### config.mk
export PLATFORM = sky130hd
export DESIGN_NAME = pipe_acc_4
export DESIGN_NICKNAME = d
export VERILOG_FILES = /design/src/rtl/pipe_acc_4_pkg.sv /design/src/rtl/pipe_acc_4_sat.sv /design/src/rtl/pipe_acc_4.sv
export SDC_FILE = /design/constraint.sdc
export NUM_CORES = 1
export LEC_CHECK = 0
export CORE_MARGIN = 3
export CORE_UTILIZATION = 55
export CTS_BUF_LIST = sky130_fd_sc_hd__clkbuf_2 sky130_fd_sc_hd__clkbuf_4 sky130_fd_sc_hd__clkbuf_8
export CTS_CLUSTER_SIZE = 10
export DETAILED_ROUTE_END_ITERATION = 12
export GPL_TIMING_DRIVEN = 0
export MAX_ROUTING_LAYER = met4
export PLACE_DENSITY_LB_ADDON = 0.08
export SYNTH_ARGS = -nofsm -noshare
export SYNTH_HDL_FRONTEND = slang
export SYNTH_SLANG_ARGS = --single-unit
### constraint.sdc
create_clock -name clk -period 10.33 [get_ports clk]
set_input_delay 1.5495 -clock clk [delete_from_list [all_inputs] [get_ports clk]]
set_output_delay 1.5495 -clock clk [all_outputs]
set_load 0.02 [all_outputs]
### src/rtl/pipe_acc_4_pkg.sv
// Shared definitions for the dot-product accumulation stage: default width, tag and FSM encodings.
package pipe_acc_4_pkg;

  localparam int WORD_LEN_DEF = 32;

  localparam logic TAG_RE = 1'b0;
  localparam logic TAG_IM = 1'b1;

  typedef enum logic {
    ACC_IDLE = 1'b0,
    ACC_RUN  = 1'b1
  } acc_state_e;

  // Headroom needed to sum k full-scale terms without wrapping.
  function automatic int guard_bits(input int k);
    return $clog2(k) + 1;
  endfunction

endpackage

### src/rtl/pipe_acc_4_sat.sv
// Combinational saturator: narrows a wide signed accumulator to OUT_W bits and flags any clip.
module pipe_acc_4_sat #(
  parameter int IN_W  = 35,
  parameter int OUT_W = 32
) (
  input  logic [IN_W-1:0]  din_i,
  output logic [OUT_W-1:0] dout_o,
  output logic             clip_o
);

  localparam int HB = IN_W - OUT_W + 1;

  logic [HB-1:0] top_s;

  // The value fits when every bit above the target sign bit repeats that sign bit.
  always_comb begin
    top_s = din_i[IN_W-1:OUT_W-1];
    if ((top_s == {HB{1'b0}}) || (top_s == {HB{1'b1}})) begin
      dout_o = din_i[OUT_W-1:0];
      clip_o = 1'b0;
    end else if (din_i[IN_W-1] == 1'b1) begin
      dout_o = {1'b1, {(OUT_W-1){1'b0}}};
      clip_o = 1'b1;
    end else begin
      dout_o = {1'b0, {(OUT_W-1){1'b1}}};
      clip_o = 1'b1;
    end
  end

endmodule

### src/rtl/pipe_acc_4.sv
// Complex dot-product accumulator: sums K_LEN real and K_LEN imag terms into one saturated
// element held in a valid/ready output register.
module pipe_acc_4
  import pipe_acc_4_pkg::*;
#(
  parameter int WORD_LEN = WORD_LEN_DEF,
  parameter int K_LEN    = 4,
  parameter int GUARD    = guard_bits(K_LEN)
) (
  input  logic                clk,
  input  logic                rst_n,
  input  logic                we_in,
  input  logic                state,
  input  logic [WORD_LEN-1:0] data_in,
  input  logic                clear,
  input  logic                out_ready,
  output logic                out_valid,
  output logic [WORD_LEN-1:0] out_re,
  output logic [WORD_LEN-1:0] out_im,
  output logic [1:0]          out_sat,
  output logic                ovf_err,
  output logic                seq_err
);

  localparam int AW = WORD_LEN + GUARD;
  localparam int CW = $clog2(K_LEN + 1);
  localparam logic [CW-1:0] K_CNT = CW'(K_LEN);

  acc_state_e st_q, st_d;

  logic [AW-1:0] acc_re_q, acc_re_d, acc_im_q, acc_im_d;
  logic [CW-1:0] cnt_re_q, cnt_re_d, cnt_im_q, cnt_im_d;

  logic                out_valid_q, out_valid_d;
  logic [WORD_LEN-1:0] out_re_q, out_re_d, out_im_q, out_im_d;
  logic [1:0]          out_sat_q, out_sat_d;
  logic                ovf_err_q, ovf_err_d, seq_err_q, seq_err_d;

  logic [AW-1:0]       ext_s, base_re_s, base_im_s, sum_re_s, sum_im_s;
  logic [CW-1:0]       cnt_re_nx_s, cnt_im_nx_s;
  logic                accept_s, take_re_s, take_im_s, seq_hit_s, complete_s;
  logic [WORD_LEN-1:0] sat_re_s, sat_im_s;
  logic                clip_re_s, clip_im_s;

  // Term decode: a term whose tag already holds K_LEN entries is dropped and flagged.
  always_comb begin
    ext_s       = {{GUARD{data_in[WORD_LEN-1]}}, data_in};
    accept_s    = we_in & ~clear;
    take_re_s   = accept_s & (state == TAG_RE) & (cnt_re_q != K_CNT);
    take_im_s   = accept_s & (state == TAG_IM) & (cnt_im_q != K_CNT);
    seq_hit_s   = accept_s & ~take_re_s & ~take_im_s;
    cnt_re_nx_s = cnt_re_q + CW'(take_re_s);
    cnt_im_nx_s = cnt_im_q + CW'(take_im_s);
    sum_re_s    = base_re_s + (take_re_s ? ext_s : {AW{1'b0}});
    sum_im_s    = base_im_s + (take_im_s ? ext_s : {AW{1'b0}});
    complete_s  = (take_re_s | take_im_s) & (cnt_re_nx_s == K_CNT) & (cnt_im_nx_s == K_CNT);
  end

  // FSM state register.
  always_ff @(posedge clk or negedge rst_n) begin
    if (!rst_n) begin
      st_q <= ACC_IDLE;
    end else begin
      st_q <= st_d;
    end
  end

  // FSM next state: an element ends on completion or abort.
  always_comb begin
    st_d = st_q;
    case (st_q)
      ACC_IDLE: begin
        if (!clear && (take_re_s || take_im_s) && !complete_s) begin
          st_d = ACC_RUN;
        end else begin
          st_d = ACC_IDLE;
        end
      end
      ACC_RUN: begin
        if (clear || complete_s) begin
          st_d = ACC_IDLE;
        end else begin
          st_d = ACC_RUN;
        end
      end
      default: st_d = ACC_IDLE;
    endcase
  end

  // FSM outputs: a fresh element starts from zero rather than from the stored sums.
  always_comb begin
    base_re_s = {AW{1'b0}};
    base_im_s = {AW{1'b0}};
    case (st_q)
      ACC_RUN: begin
        base_re_s = acc_re_q;
        base_im_s = acc_im_q;
      end
      ACC_IDLE: begin
        base_re_s = {AW{1'b0}};
        base_im_s = {AW{1'b0}};
      end
      default: begin
        base_re_s = {AW{1'b0}};
        base_im_s = {AW{1'b0}};
      end
    endcase
  end

  pipe_acc_4_sat #(.IN_W(AW), .OUT_W(WORD_LEN)) u_sat_re (
    .din_i  (sum_re_s),
    .dout_o (sat_re_s),
    .clip_o (clip_re_s)
  );

  pipe_acc_4_sat #(.IN_W(AW), .OUT_W(WORD_LEN)) u_sat_im (
    .din_i  (sum_im_s),
    .dout_o (sat_im_s),
    .clip_o (clip_im_s)
  );

  // Accumulator and counter next state.
  always_comb begin
    acc_re_d = acc_re_q;
    acc_im_d = acc_im_q;
    cnt_re_d = cnt_re_q;
    cnt_im_d = cnt_im_q;
    if (clear || complete_s) begin
      acc_re_d = {AW{1'b0}};
      acc_im_d = {AW{1'b0}};
      cnt_re_d = {CW{1'b0}};
      cnt_im_d = {CW{1'b0}};
    end else begin
      acc_re_d = sum_re_s;
      acc_im_d = sum_im_s;
      cnt_re_d = cnt_re_nx_s;
      cnt_im_d = cnt_im_nx_s;
    end
  end

  // Output register: a completion only lands if the slot is empty or being drained this edge.
  always_comb begin
    out_valid_d = out_valid_q;
    out_re_d    = out_re_q;
    out_im_d    = out_im_q;
    out_sat_d   = out_sat_q;
    ovf_err_d   = ovf_err_q | (complete_s & out_valid_q & ~out_ready);
    seq_err_d   = seq_err_q | seq_hit_s;
    if (complete_s && (!out_valid_q || out_ready)) begin
      out_valid_d = 1'b1;
      out_re_d    = sat_re_s;
      out_im_d    = sat_im_s;
      out_sat_d   = {clip_im_s, clip_re_s};
    end else if (!complete_s && out_valid_q && out_ready) begin
      out_valid_d = 1'b0;
    end else begin
      out_valid_d = out_valid_q;
    end
  end

  // Datapath and output registers.
  always_ff @(posedge clk or negedge rst_n) begin
    if (!rst_n) begin
      acc_re_q    <= {AW{1'b0}};
      acc_im_q    <= {AW{1'b0}};
      cnt_re_q    <= {CW{1'b0}};
      cnt_im_q    <= {CW{1'b0}};
      out_valid_q <= 1'b0;
      out_re_q    <= {WORD_LEN{1'b0}};
      out_im_q    <= {WORD_LEN{1'b0}};
      out_sat_q   <= 2'b00;
      ovf_err_q   <= 1'b0;
      seq_err_q   <= 1'b0;
    end else begin
      acc_re_q    <= acc_re_d;
      acc_im_q    <= acc_im_d;
      cnt_re_q    <= cnt_re_d;
      cnt_im_q    <= cnt_im_d;
      out_valid_q <= out_valid_d;
      out_re_q    <= out_re_d;
      out_im_q    <= out_im_d;
      out_sat_q   <= out_sat_d;
      ovf_err_q   <= ovf_err_d;
      seq_err_q   <= seq_err_d;
    end
  end

  assign out_valid = out_valid_q;
  assign out_re    = out_re_q;
  assign out_im    = out_im_q;
  assign out_sat   = out_sat_q;
  assign ovf_err   = ovf_err_q;
  assign seq_err   = seq_err_q;

endmodule

After elaboration in Yosys (flattened, before gate mapping) --
Index checks and enable logic that the tools add are counted.
Word-level totals: register bits after elaboration 146, output and inout bits 69
Cells by class: add/subtract/negate cells 4, equality and inequality tests 6, multiplexer cells 19, bitwise operators 20, reductions and logical operators 16
Operator list (number):
- 35-bit two-way mux | 4
- 35-bit one-hot mux with 2 select lines | 2
- 32-bit two-way mux | 4
- 35-bit adder | 2
- 1-bit AND | 11
- 4-bit equality test (second input constant) | 2
- 4-bit zero test | 2
- 3-bit by 1-bit adder with 3-bit output | 2
- 3-bit equality test (second input constant) | 2
- 1-bit two-way mux | 6
- 3-bit two-way mux | 2
- 3-bit != test (second input constant) | 2
- 1-bit inverter | 6
- 1-bit logical AND | 5
- 1-bit logical OR | 5
- 1-bit zero test | 3
- 1-bit OR | 3
- 1-bit one-hot mux with 2 select lines | 1
- 2-bit nonzero test | 1

Logic depth before layout (Yosys ltp) --
depth after elaboration 13, gate-level depth with buffers 19, depth with buffers taken out 17

By module --
From an unflattened synthesis, not the netlist that was laid out.
Second synthesis, totals: cells, all modules 1333, area, all modules 11932.7 um^2
Modules (own cells, without submodules):
- pipe_acc_4 | instances 1, cells each 1095, area an instance 10216.0 um^2, seq. area each 3653.5 um^2
- pipe_acc_4_sat | instances 2, cells each 119, area an instance 858.3 um^2, seq. area each 0.0 um^2

Worst setup path before layout --
OpenSTA, ideal clock, no wires.
path type input to register, from in we_in, to reg out_im_q[1] (netlist: out_im[1]), library setup time 0.123 ns, arrival 5.078 ns, data required time 10.207 ns, setup slack 5.129 ns, cell stages on the path 18, path through nor2b_1 > nand2_1 > a21oi_1 > clkbuf_1 > nand2_1 > inv_1 > ha_1 > a211o_1 > a211oi_1 > o211ai_1 > a2111o_1 > a21o_1 > o21ai_2 > xor2_2 > nor4_1 > a211o_2 > buf_6 > o221a_2
On the way: word-level cells in the longest chain between the ends 8, elaborated cells between the ends (all ways) 20
RTL lines:
- from (decl) | RTL line pipe_acc_4.sv:12 | input logic we_in,
- 1-bit AND * | RTL line pipe_acc_4.sv:48 | accept_s = we_in & ~clear;
- 1-bit AND, on equally long branches (2 in a row) | RTL line pipe_acc_4.sv:50, pipe_acc_4.sv:49
- 35-bit two-way mux or 3-bit by 1-bit adder with 3-bit output (tied branches) | RTL line pipe_acc_4.sv:55, pipe_acc_4.sv:52
- 35-bit adder or 3-bit equality test (tied branches) | RTL line pipe_acc_4.sv:55, pipe_acc_4.sv:56
- 4-bit equality test (tied with other cells) | RTL line pipe_acc_4_sat.sv:18 | if ((top_s == {HB{1'b0}}) || (top_s == {HB{1'b1}})) begin
- 1-bit logical OR or 1-bit AND (tied branches) | RTL line pipe_acc_4_sat.sv:18, pipe_acc_4.sv:56
- 32-bit two-way mux or 1-bit logical AND (tied branches) | RTL line pipe_acc_4_sat.sv:18, pipe_acc_4.sv:149
- to (signal assigned) | RTL line pipe_acc_4.sv:170 | out_im_q <= {WORD_LEN{1'b0}};
- to (signal assigned) | RTL line pipe_acc_4.sv:181 | out_im_q <= out_im_d;
- to (decl) | RTL line pipe_acc_4.sv:35 | logic [WORD_LEN-1:0] out_re_q, out_re_d, out_im_q, out_im_d;
Every way passes the cells marked *; elsewhere a longest branch is shown, timed or not. A chain may end at the register's enable or synchronous reset.

Worst setup path in the final report --
from in we_in, to reg out_im_q[21] (netlist: out_im[21])
Same word-level chain as after synthesis.

==> out/metrics.yaml <==
run_status:
  status: "completed"
synth:
  synthArstFlopShare: 1.00
  synth_fp_nets: 1164
  synth-edff-count: 0
  synth_cells: 1052
  avgSynthCellArea_sq_um: 9.20
  ys_types: 66
  syn-cell-area_sq_um: 9680
  yosys_register_bits: 146
  yosys_warnings: 0
  yosys_most_used_dff: "dfrtp_1"
  yosysSeqAreaShare: 0.377
hold_path:
  worstHoldStart: "seq_err$_DFF_PN0_"
  whs_path_depth: 1
  holdPathEnd: "seq_err$_DFF_PN0_"
  hold_class: "reg2reg"
clock_network:
  cts.sinks: 146
  htree_levels: 4
  clk_pin_slew_ps: 90
  clock_path_buffers: 2
  clock_latency_ps: 480
  numCtsBuffers: 17
  cts_root_buf: "clkbuf_8"
  cts_tree: "done"
  cts_resized: 0
  cts_hold_buffers: 0
  post-cts-setup-buffer-count: 0
setup_path:
  path_class: "in2reg"
  endpoint_kind: "flip-flop"
  critPathMaxFanout: 10
  r2r-start: "cnt_re_q[2]$_DFF_PN0_"
  r2r_cells: 18
  r2r_setup_slack_ps: 5090
  crit_required_ps: 10740
  arrival_ps: 7000
  rr_endpoint: "out_re[30]$_DFFE_PN0P_"
  cp-start-kind: "input port"
global_route:
  grt.overflow.total: 0
  grt_pass1_vias: 7984
  track_usage: 0.268
  grt_max_degree: 93
  antenna_found_initial: 0
  grt_pass1_wl_mm: 40.6
power_and_ir_drop:
  p_sw_frac: 0.276
  ir_worst_vdd_mv: 0.0735
  power.share.sequential: 0.509
  clockPowerShare: 0.407
  power_frac_comb: 0.084
  leakagePower_nw: 5.43
  p_int_uw: 823
  powerDensity_nw_per_um2: 99.3
  p_switching_uw: 314
floorplan:
  die_area_sq_um: 19200
  num_rows: 47
  die_w_microns: 139
  ios: 107
  core_sq_um: 16900
  dieHeight_microns: 139
  start_util: 0.574
final_layout:
  layout_common_cells: "146 x dfrtp_1, 139 x and2_1, 105 x clkdlybuf4s50_1, 84 x nor2_1, 74 x nand2_1"
  drive_gt1_frac: 0.0747
  fillerInstances: 1443
  diodes: 0
  finalNonFillerCells: 1411
  area.growth.synth_to_final_pct: 18.1
  final_common_cell: "dfrtp_1"
  fin_area_sq_um: 11400
  layout.nets: 1290
route:
  avgRoutedWirePerCell_microns: 17.7
  dr.pass1.iters: 5
  ant_nets: 0
  drc_errors: 0
  detail_route.vias_per_cell: 5.72
  dr_total_vias: 8077
  drt-initial-drc-count: 639
  detail_route.wirelength_mm: 25.0
sta:
  finalCritPeriodShare: 0.638
  hold_ws_ps: 480
  period_minus_slack_ps: 6590
  max_freq_ghz: 0.152
  slew_headroom: 0.563
  hold_violations: 0
  setup_violations: 0
  max_slew.worst_pin.slew_ps: 655
  rsz0062_at_grt: "no"
  timing.final.max_slew_violations: 0
  clock_skew_ps: 10.0
  setup-tns-final_ps: 0
place:
  placed_cell_area_sq_um: 11000
  hpwl_mm: 19.0
  portBuffers: 106
  dp.cells: 1379
  gp_congestion: 0.940
job:
  maxCapViolations: 0
sequential cells by signal, indices dropped and copies added (netlist names):
name	count
out_im	32
st_q	1
cnt_im_q	3
out_re	32
ovf_err	1
acc_re_q	35
acc_im_q	35
cnt_re_q	3
out_valid	1
seq_err	1
out_sat	2
power by group through the flow:
stage	logic (mW)	clock network [mW]	registers, mW
floorplan	0.0469	0	0.590
global placement	0.0925	0	0.591
detailed placement	0.0950	0	0.590
CTS	0.0956	0.467	0.579
global route	0.105	0.488	0.580
finish	0.0951	0.462	0.579
cells in the mapped netlist, drive strengths merged (2+ instances only):
library cell | number | area (sq um)
nor4 | 3 | 18.8
nor3 | 7 | 35.0
nor2 | 84 | 315
o21bai | 10 | 75.1
o21ai | 41 | 209
dfrtp | 146 | 3650
and3 | 9 | 56.3
nand4 | 5 | 31.3
inv | 26 | 97.6
a21o | 28 | 210
a31o | 2 | 17.5
a22oi | 2 | 15.0
clkbuf | 39 | 146
nor3b | 2 | 20.0
nand2 | 74 | 278
ha | 72 | 901
a21oi | 66 | 330
o31a | 2 | 17.5
o211ai | 40 | 300
a31oi | 7 | 43.8
nand3 | 14 | 70.1
a41oi | 3 | 26.3
o21a | 11 | 82.6
nor2b | 37 | 231
buf | 11 | 72.6
xnor2 | 36 | 315
a221oi | 5 | 50.0
o211a | 4 | 40.0
a21boi | 8 | 60.1
nand2b | 12 | 75.1
xor2 | 31 | 279
or3 | 3 | 18.8
a211oi | 11 | 87.6
and2 | 139 | 870
a211o | 5 | 45.0
fa | 2 | 40.0
o31ai | 5 | 42.5
or2 | 5 | 31.3
o221a | 30 | 338
final cells by class:
type	count	area (sq um)	share of cell area
timing repair buffer	107	1090	0.0953
sequential	146	3650	0.319
buffer	50	219	0.0191
multi-input combinational	830	5710	0.499
inverter	26	97.6	0.00853
tap	220	275	0.0241
clock inverter	12	121	0.0106
clock buffer	20	269	0.0235
cells by family after synthesis:
family	synth area share
AND/OR/NAND/NOR	0.215
AO/OA/AOI/OAI	0.216
flip-flops	0.377
buffers and inverters	0.0327
adder cells (fa/ha/maj)	0.0972
XOR/XNOR	0.0614
critical path: stages:
cell	delay [ps]
clkdlybuf4s50_1	450
nor2b_1	210
nand2_1	90
a21oi_1	490
clkbuf_1	310
and2_1	180
ha_1	200
inv_1	70
fa_1	470
nor2b_1	190
o31a_1	240
o31a_1	230
a21o_1	220
a21oi_1	100
a21oi_1	200
xor2_1	530
a2bb2oi_1	470
clkbuf_1	490
nand2b_1	180
o211a_1	130
how the worst max path moves through the flow:
stage | startpoint | end | slack, ps | depth (start not counted)
global route | we_in | out_im[21]$_DFFE_PN0P_ | 3300 | 20
global placement | rst_n | acc_im_q[23]$_DFF_PN0_ | 1820 | 1
CTS | we_in | out_im[21]$_DFFE_PN0P_ | 3790 | 20
floorplan | we_in | out_im[1]$_DFFE_PN0P_ | 5130 | 18
finish | we_in | out_im[21]$_DFFE_PN0P_ | 3740 | 20
detailed placement | we_in | out_im[8]$_DFFE_PN0P_ | 3330 | 19
metrics by stage:
stage          utilization  power (mW)  setup slack (ps)
2_1_floorplan            -       0.637              5130
3_3_place_gp         0.653       0.683              1820
3_5_place_dp         0.655       0.685              3330
4_1_cts              0.678        1.14              3790
5_1_grt              0.678        1.17              3300
6_report             0.678        1.14              3740
metal layers:
layer / part of all wire / GRT usage / vias up
li1: - / - / 3983
met1: 0.47 / 0.364 / 3838
met2: 0.46 / 0.421 / 216
met3: 0.046 / 0.0352 / 40
met4: 0.024 / 0.0855 / 0
met5: 0 / - / -
No activity file was read; power rests on OpenSTA's default activity.
